[config.mk]
export PLATFORM = sky130hd
export DESIGN_NAME = seq_event_logger
export DESIGN_NICKNAME = d
export VERILOG_FILES = /design/src/rtl/seq_event_logger.sv
export SDC_FILE = /design/constraint.sdc
export NUM_CORES = 1
export LEC_CHECK = 0
export BUFFER_PORTS_ARGS = -buffer_cell sky130_fd_sc_hd__buf_4
export CAP_MARGIN = 20
export CORE_UTILIZATION = 25
export CTS_BUF_LIST = sky130_fd_sc_hd__clkbuf_2
export DETAILED_ROUTE_END_ITERATION = 10
export GPL_ROUTABILITY_DRIVEN = 0
export PLACE_DENSITY = 0.52
export SYNTH_ARGS = -nofsm -noshare
export SYNTH_HDL_FRONTEND = slang
export SYNTH_SLANG_ARGS = --single-unit
[constraint.sdc]
create_clock -name clock -period 5 [get_ports clock]
set_input_delay 0.5 -clock clock [delete_from_list [all_inputs] [get_ports clock]]
set_output_delay 0.5 -clock clock [all_outputs]
set_load 0.005 [all_outputs]
[src/rtl/seq_event_logger.sv]
// Event logger: timestamps rising edges of an upstream detection flag and
// queues them in a small first-word-fall-through FIFO for a consumer.
module seq_event_logger #(
  parameter int DEPTH = 4,
  parameter int TS_W  = 8
) (
  input  logic                     clock,
  input  logic                     reset,
  input  logic                     output_indicator,
  input  logic                     rd_ack,
  input  logic                     clear,
  output logic                     ev_valid,
  output logic [TS_W-1:0]          ev_data,
  output logic [$clog2(DEPTH):0]   ev_count,
  output logic [15:0]              hit_count,
  output logic                     overflow
);

  localparam int AW = $clog2(DEPTH);
  localparam logic [AW:0] FULL_CNT = (AW+1)'(DEPTH);

  logic            ind_q;
  logic [TS_W-1:0] ts;
  logic [AW-1:0]   wr_ptr;
  logic [AW-1:0]   rd_ptr;
  logic [TS_W-1:0] mem [DEPTH];

  logic event_hit;
  logic full;
  logic do_pop;
  logic do_push;
  logic drop;

  // A full FIFO still accepts a new event when the head leaves in the same cycle.
  always_comb begin
    event_hit = output_indicator & ~ind_q;
    full      = (ev_count == FULL_CNT);
    do_pop    = rd_ack & ev_valid;
    do_push   = event_hit & (~full | do_pop);
    drop      = event_hit & full & ~do_pop;
  end

  always_ff @(posedge clock or posedge reset) begin
    if (reset) begin
      ind_q     <= 1'b0;
      ts        <= '0;
      wr_ptr    <= '0;
      rd_ptr    <= '0;
      ev_count  <= '0;
      hit_count <= '0;
      overflow  <= 1'b0;
    end else begin
      ind_q <= output_indicator;
      if (clear) begin
        ts        <= '0;
        wr_ptr    <= '0;
        rd_ptr    <= '0;
        ev_count  <= '0;
        hit_count <= '0;
        overflow  <= 1'b0;
      end else begin
        ts <= ts + TS_W'(1);
        if (do_push) wr_ptr <= wr_ptr + AW'(1);
        if (do_pop)  rd_ptr <= rd_ptr + AW'(1);
        if (do_push && !do_pop)
          ev_count <= ev_count + (AW+1)'(1);
        else if (do_pop && !do_push)
          ev_count <= ev_count - (AW+1)'(1);
        if (event_hit && hit_count != 16'hFFFF)
          hit_count <= hit_count + 16'd1;
        if (drop)
          overflow <= 1'b1;
      end
    end
  end

  // Storage needs no reset: the empty-gating on ev_data hides stale entries.
  always_ff @(posedge clock) begin
    if (!clear && do_push)
      mem[wr_ptr] <= ts;
  end

  assign ev_valid = (ev_count != '0);
  assign ev_data  = ev_valid ? mem[rd_ptr] : '0;

endmodule

==> flow_metrics.py <==
metrics = {
    "synthesis": {
        "yosysSeqAreaShare": 0.5843,
        "synthArstFlopShare": 0.5077,
        "synthCells": 247,
        "syn_area_um2": 3058,
        "synthFlopType": "dfrtp_1",
        "syn-num-nets": 259,
        "ys_warn_count": 0,
        "avgSynthCellArea_um2": 12.38,
        "synth_cell_types": 42,
        "synth-edff-count": 32,
        "synth-seq-cells": 65,
    },
    "global_routing": {
        "overflow": 0,
        "grt_pass1_vias": 1981,
        "antenna_found_initial": 0,
        "grt_pass1_wl_mm": 9.901,
        "grt_usage": 0.1008,
        "grt_max_degree": 38,
    },
    "timing": {
        "fin_worst_skew_ns": 0.04288,
        "fin_ws_ns": 2.404,
        "rsz0062_at_grt": "false",
        "fin_crit_sh": 0.5192,
        "report.final.slew_viol_count": 0,
        "final.setup.tns_ns": 0,
        "whs_ns": 0.09186,
        "setup_viol": 0,
        "fmax_mhz": 385.2,
        "maxSlewHeadroom": 0.4718,
        "hold_violations": 0,
        "tightest_slew_ns": 0.7907,
        "final.min_clock_period_ns": 2.596,
    },
    "drt": {
        "wirelength_mm": 6.063,
        "dr_total_vias": 1998,
        "wl_per_cell_um": 13.97,
        "drt_pre_antenna_iters": 4,
        "ant_nets": 0,
        "drc": 0,
        "drt_iter0_markers": 77,
        "viasPerCell": 4.604,
    },
    "floorplan": {
        "die_area_um2": 12680,
        "start_util": 0.2556,
        "core_um2": 11960,
        "die_x_um": 112.6,
        "die_y_um": 112.6,
        "fp-row-count": 40,
        "ios": 34,
    },
    "critical_path": {
        "crit_chain": "mux4_2, and2_1, buf_4",
        "cp-start-kind": "register",
        "slowest_delay_ns": 0.76,
        "cp_data_arrival_time_ns": 2.10,
        "crit_slowest_cell": "dfrtp_1",
        "cp_top_family": "flip-flops",
        "criticalPathCategory": "register to primary output",
        "worstPathBufferInverterCount": 1,
        "required_ns": 4.50,
        "cp_max_fo": 10,
        "end_kind": "primary output",
    },
    "final_layout": {
        "regArea_um2": 1787,
        "final_cells": 434,
        "fill_cells": 1217,
        "nets": 294,
        "multiInputGateArea_um2": 1199,
        "areaGrowthSynthToFinish_pct": 16.12,
        "final_util": 0.2969,
        "antenna_cells": 0,
        "drive_gt1_frac": 0.2474,
        "postLayoutCellArea_um2": 3551,
    },
    "cts": {
        "htreeDepth": 3,
        "clock-sinks": 65,
        "clockBufferDepth": 2,
        "cts_hold_buf": 0,
        "cts_tree": "built",
        "cts_root_buffer": "clkbuf_2",
        "clkTransAtPathRegs_ns": 0.20,
        "cts_setup_buffers": 0,
        "clk_latency_ns": 0.49,
        "cts-resized-gates": 0,
        "cts_buffers": 9,
    },
    "pwr": {
        "cellPowerDensity_nw_per_um2": 299.0,
        "p_sw_frac": 0.2965,
        "p_sw_mw": 0.3148,
        "combPwrFrac": 0.171,
        "internal_power_mw": 0.7469,
        "design_power_total_mw": 1.062,
        "p_leak_nw": 1.373,
        "sequentialPowerShare": 0.576,
        "power_frac_clock": 0.253,
        "vdd_drop_max_mv": 0.08656,
    },
    "run": {
        "maxCapViolations": 0,
    },
    "placed_design": {
        "port_buffers": 33,
        "dp_slack_ns": 2.387,
        "dp_cells": 418,
        "dpl-instance-area_um2": 3458,
        "hpwl_mm": 4.006,
    },
    "run_status": {
        "status": "finished, final reports clean",
    },
    "hold_path": {
        "hp-class": "primary input to async pin",
    },
}
## power by group through the flow
stage          Combinational [mW]  Sequential [mW]  Clock [mW]
2_1_floorplan               0.129            0.602           0
3_3_place_gp                0.184            0.623           0
3_5_place_dp                0.186            0.624           0
4_1_cts                     0.187            0.613       0.284
5_1_grt                     0.206            0.617       0.301
6_report                    0.181            0.611       0.269
## flip-flops by register name, summed over array words and instances (netlist names)
| register | flops |
|---|---|
| rd_ptr | 2 |
| mem | 32 |
| hit_count | 16 |
| ts | 8 |
| ind_q | 1 |
| ev_count | 3 |
| wr_ptr | 2 |
| overflow | 1 |
## cells in the final DEF (no fill, tap or decap), types with 3 or more instances in the layout
master	synthesis	routed
a21oi_1	15	15
inv_1	9	9
nor2_1	20	20
xnor2_1	5	5
clkbuf_2	0	10
o21ai_0	7	7
dfrtp_1	33	33
nor2b_1	5	5
and3_1	3	3
ha_1	6	6
nor3_1	3	3
o31ai_1	6	6
mux2_2	4	4
xor2_1	6	6
a31oi_1	3	3
buf_4	0	34
nand2_1	8	8
nand3_1	15	15
or3_1	8	8
edfxtp_1	32	32
or4_1	3	3
and2_1	12	12
nor4_1	5	5
mux4_2	8	8
## worst paths after layout
path                       slack, ns             start  cells after the start           end
hold / removal                  0.09             reset                      3  hit_count[8]
min in group clock              0.12  output_indicator                      1         ind_q
max in group asynchronous       4.57             reset                      3     rd_ptr[0]
setup / recovery                2.40         rd_ptr[0]                      3    ev_data[6]
setup reg to reg                2.55             ind_q                      7   ev_count[2]
hold reg to reg                 0.52             ts[1]                      0     mem[0][1]
## worst reg2reg max path: stages (launching register included)
cell     delay, ns
dfrtp_1       0.42
nor2b_1       0.62
nand2_1       0.11
a31oi_1       0.21
fa_1          0.26
or3b_2        0.46
a21o_1        0.18
a21oi_1       0.11
## synthesized netlist by cell type, drive strengths merged (7+ instances only)
cell,count,area [um2]
a21oi,15,75.07
and2,12,75.07
dfrtp,33,825.8
edfxtp,32,960.9
inv,9,33.78
mux4,8,180.2
nand2,8,30.03
nand3,15,75.07
nor2,20,75.07
o21ai,7,35.03
or3,11,76.32
## layout make-up
class | count | area share
flip-flops and latches | 65 | 0.5032
multi-input cells | 163 | 0.3376
repair buffers | 34 | 0.07188
well taps | 147 | 0.05180
clock buffers | 10 | 0.01409
clock inverters | 6 | 0.01198
inverters | 9 | 0.009514
## metal layers
metal | track usage | wire length, um
met1 | 0.1308 | 2971
met2 | 0.1626 | 2815
met3 | 0.02592 | 215
met4 | 0.03644 | 62
met5 | 0 | 0
## cell families (layout without fill, tap and decap cells)
| group | after synthesis | count (layout) | share of synthesized area |
|---|---|---|---|
| adder cells (fa/ha/maj) | 7 | 7 | 0.03110 |
| AO/OA/AOI/OAI | 35 | 35 | 0.06751 |
| buffers and inverters | 19 | 59 | 0.02373 |
| XOR/XNOR | 11 | 11 | 0.03150 |
| flip-flops | 65 | 65 | 0.5843 |
| AND/OR/NAND/NOR | 98 | 98 | 0.1882 |
| multiplexers | 12 | 12 | 0.07365 |
Power figures use the tool's default switching activity.
